`src/rtl/pe_weight_loader_pkg.sv`:
```
// Shared parameters for the PE weight loader.
// These values mirror the codebase-wide parameters.v so the loader
// matches the PE core datapath widths.
package pe_weight_loader_pkg;

    localparam int WEIGHT_WIDTH    = 16;
    localparam int FEATURE_WIDTH   = 16;
    localparam int PE_NUM_PRE_CORE = 3;
    localparam int KERNEL_SIZE     = PE_NUM_PRE_CORE * PE_NUM_PRE_CORE;
    localparam int BIAS_WIDTH      = WEIGHT_WIDTH + FEATURE_WIDTH;
    localparam int CORE_NUM        = 8;

    // Width of a counter or index that must hold values 0..n-1; never 0 bits.
    function automatic int idx_width(input int n);
        return (n > 1) ? $clog2(n) : 1;
    endfunction

endpackage

```
`src/rtl/pe_weight_loader.sv`:
```
// pe_weight_loader: streams kernel weights (and optionally a bias) from the
// weight buffer into up to CORE_NUM 3x3 PE cores through their shift-in port.
// Each core takes KERNEL_SIZE weights, w0 first, followed by one bias word.
// Optional feature macro: PE_WEIGHT_LOADER_BIAS_EN
//   defined     -> BIAS state present, 10 words per core
//   not defined -> weights only, 9 words per core, bias outputs tied to 0
//
// state  | meaning
// -------+-----------------------------------------------------------
// IDLE   | waiting for start; core count latched here
// WEIGHT | accepting KERNEL_SIZE weight words for core core_idx
// BIAS   | accepting the bias word for core core_idx (BIAS_EN only)
// DONE   | load finished; done pulse follows, then back to IDLE
module pe_weight_loader
    import pe_weight_loader_pkg::*;
(
    input  logic                         DSP_clk,
    input  logic                         rst_n,
    input  logic                         start,
    input  logic [$clog2(CORE_NUM+1)-1:0] core_count,
    input  logic [BIAS_WIDTH-1:0]        s_data,
    input  logic                         s_valid,
    output logic                         s_ready,
    output logic [WEIGHT_WIDTH-1:0]      weight,
    output logic [CORE_NUM-1:0]          weight_valid,
    output logic [BIAS_WIDTH-1:0]        bias,
    output logic [CORE_NUM-1:0]          bias_valid,
    output logic                         busy,
    output logic                         done
);

    localparam int CNT_W  = $clog2(CORE_NUM + 1);
    localparam int IDX_W  = idx_width(CORE_NUM);
    localparam int WCNT_W = idx_width(KERNEL_SIZE);

`ifdef PE_WEIGHT_LOADER_BIAS_EN
    typedef enum logic [1:0] {
        ST_IDLE   = 2'd0,
        ST_WEIGHT = 2'd1,
        ST_BIAS   = 2'd2,
        ST_DONE   = 2'd3
    } state_t;
`else
    typedef enum logic [1:0] {
        ST_IDLE   = 2'd0,
        ST_WEIGHT = 2'd1,
        ST_DONE   = 2'd3
    } state_t;
`endif

    state_t              state;
    state_t              state_nx;
    logic [CNT_W-1:0]    count_q;
    logic [CNT_W-1:0]    start_count;
    logic [IDX_W-1:0]    core_idx;
    logic [WCNT_W-1:0]   word_cnt;
    logic [CORE_NUM-1:0] core_onehot;
    logic                hs;
    logic                last_word;
    logic                last_core;

    // Requests beyond the array size load every core instead of wrapping.
    assign start_count = (core_count > CNT_W'(CORE_NUM)) ? CNT_W'(CORE_NUM) : core_count;
    assign last_word   = (word_cnt == WCNT_W'(KERNEL_SIZE - 1));
    assign last_core   = (CNT_W'(core_idx) == (count_q - CNT_W'(1)));
    assign core_onehot = CORE_NUM'(1) << core_idx;

    // State register.
    always_ff @(posedge DSP_clk or negedge rst_n) begin
        if (!rst_n) begin
            state <= ST_IDLE;
        end else begin
            state <= state_nx;
        end
    end

    // Next-state decode.
    always_comb begin
        state_nx = state;
        case (state)
            ST_IDLE: begin
                if (start) begin
                    state_nx = (start_count == '0) ? ST_DONE : ST_WEIGHT;
                end
            end
            ST_WEIGHT: begin
                if (hs && last_word) begin
`ifdef PE_WEIGHT_LOADER_BIAS_EN
                    state_nx = ST_BIAS;
`else
                    if (last_core) begin
                        state_nx = ST_DONE;
                    end
`endif
                end
            end
`ifdef PE_WEIGHT_LOADER_BIAS_EN
            ST_BIAS: begin
                if (hs) begin
                    state_nx = last_core ? ST_DONE : ST_WEIGHT;
                end
            end
`endif
            ST_DONE: state_nx = ST_IDLE;
            default: state_nx = ST_IDLE;
        endcase
    end

    // Stream-side outputs: ready is a pure state decode, no registered stage.
    always_comb begin
        s_ready = 1'b0;
        case (state)
            ST_WEIGHT: s_ready = 1'b1;
`ifdef PE_WEIGHT_LOADER_BIAS_EN
            ST_BIAS:   s_ready = 1'b1;
`endif
            default:   s_ready = 1'b0;
        endcase
        hs = s_valid & s_ready;
    end

    // Counters and registered core-side outputs; weight/bias hold between emits.
    always_ff @(posedge DSP_clk or negedge rst_n) begin
        if (!rst_n) begin
            count_q      <= '0;
            core_idx     <= '0;
            word_cnt     <= '0;
            weight       <= '0;
            weight_valid <= '0;
            busy         <= 1'b0;
            done         <= 1'b0;
        end else begin
            weight_valid <= '0;
            busy         <= (state_nx != ST_IDLE);
            done         <= (state == ST_DONE);
            case (state)
                ST_IDLE: begin
                    if (start) begin
                        count_q  <= start_count;
                        core_idx <= '0;
                        word_cnt <= '0;
                    end
                end
                ST_WEIGHT: begin
                    if (hs) begin
                        weight       <= s_data[WEIGHT_WIDTH-1:0];
                        weight_valid <= core_onehot;
                        if (last_word) begin
                            word_cnt <= '0;
`ifndef PE_WEIGHT_LOADER_BIAS_EN
                            if (!last_core) begin
                                core_idx <= core_idx + IDX_W'(1);
                            end
`endif
                        end else begin
                            word_cnt <= word_cnt + WCNT_W'(1);
                        end
                    end
                end
`ifdef PE_WEIGHT_LOADER_BIAS_EN
                ST_BIAS: begin
                    if (hs && !last_core) begin
                        core_idx <= core_idx + IDX_W'(1);
                        word_cnt <= '0;
                    end
                end
`endif
                default: ;
            endcase
        end
    end

`ifdef PE_WEIGHT_LOADER_BIAS_EN
    // Bias word capture and one-hot load strobe for the addressed core.
    always_ff @(posedge DSP_clk or negedge rst_n) begin
        if (!rst_n) begin
            bias       <= '0;
            bias_valid <= '0;
        end else begin
            bias_valid <= '0;
            if (state == ST_BIAS && hs) begin
                bias       <= s_data;
                bias_valid <= core_onehot;
            end
        end
    end
`else
    logic unused_data_hi;
    assign unused_data_hi = ^s_data[BIAS_WIDTH-1:WEIGHT_WIDTH];
    assign bias           = '0;
    assign bias_valid     = '0;
`endif

endmodule
```
`config.mk`:
```
export PLATFORM = sky130hd
export DESIGN_NAME = pe_weight_loader
export DESIGN_NICKNAME = d
export VERILOG_FILES = /design/src/rtl/pe_weight_loader_pkg.sv /design/src/rtl/pe_weight_loader.sv
export SDC_FILE = /design/constraint.sdc
export NUM_CORES = 1
export LEC_CHECK = 0
export CORE_ASPECT_RATIO = 2
export CORE_UTILIZATION = 40
export DETAILED_ROUTE_END_ITERATION = 12
export PLACE_DENSITY = 0.78
export SLEW_MARGIN = 20
export SYNTH_ARGS = -nofsm -noshare
export SYNTH_HDL_FRONTEND = slang
export SYNTH_SLANG_ARGS = --single-unit
```
`constraint.sdc`:
```
create_clock -name DSP_clk -period 1.8 [get_ports DSP_clk]
set_input_delay 0.36 -clock DSP_clk [delete_from_list [all_inputs] [get_ports DSP_clk]]
set_output_delay 0.36 -clock DSP_clk [all_outputs]
set_load 0.1 [all_outputs]
```
## Word level (Yosys, flattened, before mapping)

Cells that the tools add are included.

| word-level totals | value |
|---|---|
| bits of input ports | 40 |
| word-level logic and storage cells | 49 |
| register bits | 39 |
| output and inout bits | 67 |

| cells by class | value |
|---|---|
| reductions and logical operators | 9 |
| eq/ne operators | 8 |
| add/subtract/negate cells | 3 |
| bitwise logic cells | 1 |
| multiplexer cells | 18 |
| $lt $le $gt $ge | 1 |
| shift operators | 1 |

Operators by type and width:

| cell | count |
|---|---|
| two-way mux 4 bit | 4 |
| two-way mux 8 bit | 2 |
| two-way mux 3 bit | 4 |
| two-way mux 2 bit | 4 |
| != test 2 bit (second input constant) | 4 |
| one-hot mux 4 bit (2 select lines) | 1 |
| left shift 1 x 3 -> 8 bit (first input constant) | 1 |
| one-hot mux 3 bit (2 select lines) | 1 |
| AND reduction 5 bit | 1 |
| adder 4 x 1 -> 4 bit (second input constant) | 1 |
| equality test 3 x 4 -> 1 bit | 1 |
| equality test 4 bit (second input constant) | 1 |
| > comparator 4 bit (second input constant) | 1 |
| logical NOT 4 bit | 1 |
| one-hot mux 2 bit (2 select lines) | 1 |
| AND reduction 2 bit | 2 |
| nonzero test 2 bit | 2 |
| subtractor 4 x 1 -> 4 bit (second input constant) | 1 |
| adder 3 x 1 -> 3 bit (second input constant) | 1 |
| AND reduction 3 bit | 1 |
| equality test 2 x 1 -> 1 bit (second input constant) | 1 |
| equality test 2 bit (second input constant) | 1 |
| logical NOT 2 bit | 1 |
| AND 1 bit | 1 |
| other kinds (2) | 2 |

## Longest topological paths before layout

| depth | value |
|---|---|
| word-level depth | 7 |
| gate-level depth with buffers | 7 |
| gate-level depth less buffers | 7 |

## Least setup slack after synthesis

Ideal clock, no wire load.

| timing path | value |
|---|---|
| path type | reg-to-reg |
| start | reg count_q[0] |
| end | reg core_idx[0] |
| stages on the path, launching flop included | 8 |
| data arrival time | 1.391 ns |
| setup slack | 0.283 ns |
| required time | 1.675 ns |
| path buffers | 0 |
| setup time | 0.125 ns |
| period minus slack after synthesis | 1.517 ns |
| cell sequence | dfrtp_1 inv_1 ha_1 xnor2_1 and4bb_1 o2111ai_2 nand3_2 mux2i_1 |

| on the way | value |
|---|---|
| longest elaborated chain between the ends | 4 |

Ends and longest elaborated chain:

| item | RTL line | text |
|---|---|---|
| start, declared | pe_weight_loader.sv:53 | `logic [CNT_W-1:0] count_q;` |
| start signal, assigned | pe_weight_loader.sv:139 | `count_q <= start_count;` |
| subtractor 4 x 1 -> 4 bit | pe_weight_loader.sv:65 | `assign last_core = (CNT_W'(core_idx) == (count_q - CNT_W'(1)));` |
| equality test 3 x 4 -> 1 bit | pe_weight_loader.sv:65 |  |
| != test 2 bit (no source line) | - |  |
| AND reduction 5 bit (no source line) | - |  |
| end signal, assigned | pe_weight_loader.sv:152 | `core_idx <= core_idx + IDX_W'(1);` |
| end, declared | pe_weight_loader.sv:55 | `logic [IDX_W-1:0] core_idx;` |

No other way between the ends.
A chain may end at the register's enable or synchronous reset.

## Worst setup path in the final report

| timing path | value |
|---|---|
| start | reg state[1] |
| end | out s_ready |

| on the way | value |
|---|---|
| longest elaborated chain between the ends | 2 |

Ends and longest elaborated chain:

| item | RTL line | text |
|---|---|---|
| start, declared | pe_weight_loader.sv:51 | `state_t state;` |
| start signal, assigned | pe_weight_loader.sv:73 | `state <= state_nx;` |
| equality test 2 x 1 -> 1 bit | pe_weight_loader.sv:112 | `case (state)` |
| two-way mux 1 bit | pe_weight_loader.sv:112 |  |
| end, declared | pe_weight_loader.sv:23 | `output logic s_ready,` |

No other way between the ends.

==> results.sh <==
export IMPL_placed_area_mm2=0.002809
export IMPL_holdCritPathClass="in -> async"
export IMPL_nets=286
export IMPL_insertion_delay_ns=0.28
export IMPL_cp_cell_sequence="nor2b_4, buf_4, buf_12"
export IMPL_num_vias=1328
export IMPL_syn_inst=177
export IMPL_finalCritPeriodShare=0.9204
export IMPL_fin_tns_setup_ns=0
export IMPL_coreArea_mm2=0.004955
export IMPL_synth_cell_types=37
export IMPL_yosys_warnings=0
export IMPL_slew_viol_final=0
export IMPL_cp_max_fo=7
export IMPL_die_width_um=53.17
export IMPL_diodes=0
export IMPL_max_freq_ghz=0.6036
export IMPL_clock_path_buffers=2
export IMPL_synth_common_cells="41 x buf_4, 39 x dfrtp_1, 14 x mux2_4, 9 x ha_1"
export IMPL_rsz0062_at_grt="no"
export IMPL_place_hpwl_mm=2.845
export IMPL_drv_cap=0
export IMPL_status="finished clean"
export IMPL_drive_gt1_frac=0.2731
export IMPL_synth_most_common_cell="buf_4"
export IMPL_cts_clk_slew_worst_paths_ns=0.07
export IMPL_syn_area_mm2=0.002095
export IMPL_grt_max_degree=40
export IMPL_r2r_cells=7
export IMPL_critPathMaxStageDelay_ns=0.48
export IMPL_synth_seq_cells=39
export IMPL_endpoint_kind="primary output"
export IMPL_place_gp_congestion=0.7723
export IMPL_grt_pass1_vias=1282
export IMPL_synthArstFlopShare=1.000
export IMPL_antenna_found_initial=0
export IMPL_cellLeakagePower_nw=1.471
export IMPL_cp_required_ns=1.44
export IMPL_track_usage=0.1387
export IMPL_r2r_slack_ns=0.15
export IMPL_ios=107
export IMPL_synth_top_area_share=0.4659
export IMPL_netlist_top_cells_area="dfrtp_1 47%, buf_4 15%, mux2_4 10%, ha_1 5.4%, and3_1 2.4%"
export IMPL_drt_iter0_drc=18
export IMPL_start_util=0.4227
export IMPL_syn_area_per_cell_um2=11.83
export IMPL_grt_pass1_wl_mm=5.720
export IMPL_wl_mm=3.588
export IMPL_synth_top_area_cell="dfrtp_1"
export IMPL_avgRoutedWirePerCell_um=12.16
export IMPL_cpMaxStageDelayCell="dfrtp_1"
export IMPL_startpoint_type="flop"
export IMPL_synth_flop_cell="dfrtp_1"
export IMPL_clock_sink_count=39
export IMPL_fin_area_mm2=0.002919
export IMPL_remaining_drc_errors=0
export IMPL_cp_arrival_ns=1.30
export IMPL_critical_path_class="reg -> out"
export IMPL_synth_edf_count=0
export IMPL_dpl_cell_count=285
export IMPL_setup_viol=0
export IMPL_cts_root_buffer="clkbuf_8"
export IMPL_yosysSeqAreaShare=0.4659
export IMPL_vdd_drop_max_v=0.001167
export IMPL_cts_tree="yes"
export IMPL_grt_overflow=0
export IMPL_syn2layout_area_growth_pct=39.37
export IMPL_io_buffer_count=50
export IMPL_min_period_ns=1.657
export IMPL_skew_ns=0.005577
export IMPL_cts_htree_levels=2
export IMPL_viasPerCell=4.502
export IMPL_dieArea_mm2=0.005547
export IMPL_fin_cells=295
export IMPL_firstDrtPassIters=2
export IMPL_ant_nets=0
export IMPL_hold_viol_final=0
export IMPL_setup_slack_ns=0.1432
export IMPL_numCtsBuffers=5
export IMPL_num_rows=36
export IMPL_dp_slack_ns=0.05772
export IMPL_p_per_area_mw_per_mm2=1651
export IMPL_dieHeight_um=104.3
==> cell families (layout without fill, tap and decap cells) <==
family / count (synthesis) / after routing / share of synthesized area
AO/OA/AOI/OAI: 12 / 12 / 0.03584
XOR/XNOR: 3 / 3 / 0.01255
adder cells (fa/ha/maj): 9 / 9 / 0.05376
buffers and inverters: 53 / 75 / 0.1798
flip-flops: 39 / 39 / 0.4660
multiplexers: 21 / 21 / 0.1356
other: 1 / 40 / 0.001790
AND/OR/NAND/NOR: 39 / 39 / 0.1147
==> layout make-up <==
class                           count  area (µm²)
Clock buffer                        7       76.32
Clock inverter                      1       5.005
Fill cell                         413        2036
Inverter                            8       30.03
Multi-Input combinational cell    124       900.9
Sequential cell                    39       977.2
Tap cell                           57       71.32
Timing Repair Buffer               59       858.3
==> critical path: cells and delay by family, from the launching register on <==
kind	cells	cell delay [ns]
buffers and inverters	2	0.36
DFF	1	0.48
and+or+nand+nor	1	0.18
==> final timing paths <==
path	from	to
setup / recovery	state[1]	s_ready
hold / removal	rst_n	weight[1]
setup reg to reg	count_q[0]	core_idx[0]
hold reg to reg	word_cnt[2]	word_cnt[2]
max in group asynchronous	rst_n	count_q[0]
min in group DSP_clk	word_cnt[2]	word_cnt[2]
==> cell usage in the layout, fill, tap and decap left out, types with 2 or more instances in the layout <==
| cell type | instances |
|---|---|
| conb_1 | 40 |
| dfrtp_1 | 38 |
| buf_12 | 29 |
| clkdlybuf4s50_1 | 22 |
| mux2_4 | 14 |
| ha_1 | 9 |
| inv_1 | 8 |
| nand2_1 | 8 |
| and3_1 | 8 |
| buf_4 | 7 |
| clkbuf_8 | 5 |
| o21ai_0 | 4 |
| mux2i_1 | 4 |
| o21ai_1 | 4 |
| nor2_1 | 3 |
| mux2_1 | 3 |
| nand2b_1 | 3 |
| xor2_1 | 2 |
| nand3_1 | 2 |
| nand4_1 | 2 |
| clkbuf_1 | 2 |
==> through the flow <==
stage	total power (W)	hold slack, ns	utilization
2_1_floorplan	0.003401	0.06441	-
3_3_place_gp	0.004185	0.4351	0.5669
3_5_place_dp	0.004265	0.4441	0.5669
4_1_cts	0.004828	0.1391	0.5833
5_1_grt	0.005067	0.1581	0.5891
6_report	0.004820	0.1233	0.5891
==> routing by layer <==
metal / routed length, µm / global-route usage
met5: 0 / 0
met3: 215 / 0.03363
met2: 2055 / 0.2505
met1: 1266 / 0.1402
met4: 51 / 0.06203
==> power breakdown <==
part,leakage [nW],switching [W],internal (W)
logic,0.953,0.00186,0.00104
clock network,0.0422,0.000274,0.000272
registers,0.475,0.000253,0.00112
==> state kept, by name, summed over array words and instances (netlist names) <==
register and count:
word_cnt 4, weight_valid 8, core_idx 3, count_q 4, weight 16, busy 1, done 1, state 2
==> what timing repair did <==
item,in CTS,in global routing
hold buffers,0,0
resized for setup,0,3
setup endpoints to repair,0,5
buffers inserted,0,2
Power figures use the tool's default switching activity.
==> RTL edit: new RTL, same flow settings <==
The package constant `CORE_NUM` goes from 8 to 4.
--- a/src/rtl/pe_weight_loader_pkg.sv
+++ b/src/rtl/pe_weight_loader_pkg.sv
@@ -9,5 +9,5 @@
     localparam int KERNEL_SIZE     = PE_NUM_PRE_CORE * PE_NUM_PRE_CORE;
     localparam int BIAS_WIDTH      = WEIGHT_WIDTH + FEATURE_WIDTH;
-    localparam int CORE_NUM        = 8;
+    localparam int CORE_NUM        = 4;
 
     // Width of a counter or index that must hold values 0..n-1; never 0 bits.
Ports: changed (resized bias_valid, core_count and weight_valid); port bits go from 107 to 98. No check against the original RTL was run, so the function may have changed too.
==> RTL edit against the unedited design <==
Sequential cell count decreased by 6; power increased by 1.5%; utilization increased by 1.5 points; setup slack got worse by 0.085 ns; register-to-register slack improved by 0.08 ns; clock skew increased by 0.0017 ns; non-clock buffer count decreased by 9; routed wire length decreased by 14%; first-iteration DRC count increased by 5.6%; area after synthesis decreased by 17%; design area decreased by 14%; synthesized cell count decreased by 14%; count of clock-buffer cells in the layout decreased by 2; die area decreased by 16%; critical path type unchanged; largest cell class unchanged.
==> RTL edit: results (changes against the unedited design) <==
Critical path
  – CP delay by family, top: flip-flops (unchanged)
  – Crit path max fanout: 13 (was 7)
  – CP max-delay cell: dfrtp_1 (unchanged)
  – Reg2Reg Setup Slack: 0.23 ns (was 0.15 ns)
  – CP peak stage delay: 0.45 ns (was 0.48 ns)
  – Worst path arrival time: 1.38 ns (was 1.30 ns)

Placement
  – Placed Area: 2360 sq um (was 2810 sq um)
  – Input/output buffers: 45 (was 50)
  – GPL Wtd Cong: 0.804 (was 0.772)
  – Placed insts: 252 (was 285)
  – DP HPWL: 2300 um (was 2840 um)

Routing
  – Met2 WL: 1750 um (was 2060 um)
  – Number of remaining DRC errors: 0 (unchanged)
  – Initial DRC Count: 19 (was 18)
  – WL per Instance: 11.9 um (was 12.2 um)
  – Initial DRT Pass Iterations: 2 (unchanged)
  – Metal3 WL: 197 um (was 215 um)
  – Top Layer Used: met4 (unchanged)
  – Via Count: 1173 (was 1328)
  – Met1 WL: 1010 um (was 1270 um)

Clock network
  – Worst skew pair latency: around 0.29 ns
  – TritonCTS Buffers: 5 (unchanged)
  – H-tree levels: 2 (unchanged)
  – Root Driver: clkbuf_8 (unchanged)
  – # resized after CTS: 0 (unchanged)
  – CTS clk-pin slew, worst paths: 0.07 ns (about the same)
  – Setup bufs post-CTS: 0 (unchanged)
  – Clock buffer depth: 2 (unchanged)

Outcome
  – Status: finished, final reports clean (unchanged)

Yosys
  – Ys Warns: 0 (unchanged)
  – Most used DFF post-synth: dfrtp_1 (unchanged)
  – FFs w/ async S/R, synth: 100% (unchanged)
  – Synth top cells by count: buf_4 (36), dfrtp_1 (33), mux2_2 (17) (was buf_4 (41), dfrtp_1 (39), mux2_4 (14))
  – Top post-synthesis cells by area: dfrtp_1 (47%), buf_4 (16%), mux2_2 (11%) (was dfrtp_1 (47%), buf_4 (15%), mux2_4 (10%))
  – Post-synthesis sequential area ratio: 47.4% (was 46.6%)
  – Post-synth cell types: 30 (was 37)
  – Post-Syn Instances: 153 (was 177)

Min path
  – Min-delay worst type: primary input to async pin (unchanged)

GRT
  – Vias in the first global route: 1106 (was 1282)
  – GRT Overall Usage: 15.5% (was 13.9%)
  – GR Layer Usage met1: 14.0% (about the same)
  – Met3 Usage GRT: 3.19% (was 3.36%)
  – Initial antenna violation count: 0 (unchanged)
  – Largest net degree at the start of global routing: 34 (was 40)
  – Global-route wire length before repair: 5180 um (was 5720 um)
  – M2 GR Usage: 28.5% (was 25.0%)

Pwr
  – VDD IR max: 1150 uV (was 1170 uV)
  – Leakage: 1.19 nW (was 1.47 nW)

STA
  – Clock skew: 0.00729 ns (was 0.00558 ns)

Cells and area
  – FILL cells: 354 (was 413)
  – Number of diodes: 0 (unchanged)
  – Biggest regs: weight (16), weight_valid (4), word_cnt (4) (was weight (16), weight_valid (8))
  – Layout cells sized above 1: 27.9% (was 27.3%)
  – Cell Count, Final, Fillers Out: 260 (was 295)
RTL edit: worst paths after layout:
path,from,to,depth (start not counted)
max,state[1]$_DFF_PN0_,s_ready,2
min,rst_n,weight[9]$_DFFE_PN0P_,2
max reg2reg,count_q[0]$_DFFE_PN0P_,core_idx[1]$_DFFE_PN0P_,6
min reg2reg,count_q[1]$_DFFE_PN0P_,count_q[1]$_DFFE_PN0P_,2
max in group asynchronous,rst_n,weight_valid[0]$_DFF_PN0_,2
min in group DSP_clk,count_q[1]$_DFFE_PN0P_,count_q[1]$_DFFE_PN0P_,2
RTL edit: logic make-up after synthesis:
logic type,Yosys count,share of synthesized area [%]
flip-flops,33,47.4
other,1,0.215
multiplexers,19,12.1
AO/OA/AOI/OAI,12,3.95
AND/OR/NAND/NOR,34,11.6
XOR/XNOR,3,1.51
buffers and inverters,44,18.1
adder cells (fa/ha/maj),7,5.03
RTL edit: where the power goes:
group	switching (W)	internal (W)
logic	0.00189	0.000961
clock network	0.000278	0.000550
registers	0.000236	0.000982
RTL edit: cell type report:
class	count	area [sq um]	area share, %
Sequential cell	33	826	33.1
Multi-Input combinational cell	111	731	29.3
Timing Repair Buffer	50	718	28.8
Clock buffer	5	68.8	2.76
Clock inverter	3	65.1	2.61
Tap cell	52	65.1	2.61
Inverter	6	22.5	0.902
RTL edit: per-stage QoR:
stage               hold slack, ns  power [W]  utilization, %  TNS (ns)  worst slack [ns]
floorplan                   0.0644    0.00321               -         0             0.368
global placement             0.465    0.00401            57.2   -0.0142           -0.0142
detailed placement           0.480    0.00408            57.2   -0.0561           -0.0520
CTS                          0.484    0.00493            60.5         0            0.0541
global route                 0.515    0.00512            60.5         0           0.00184
finish                       0.470    0.00489            60.5         0            0.0582
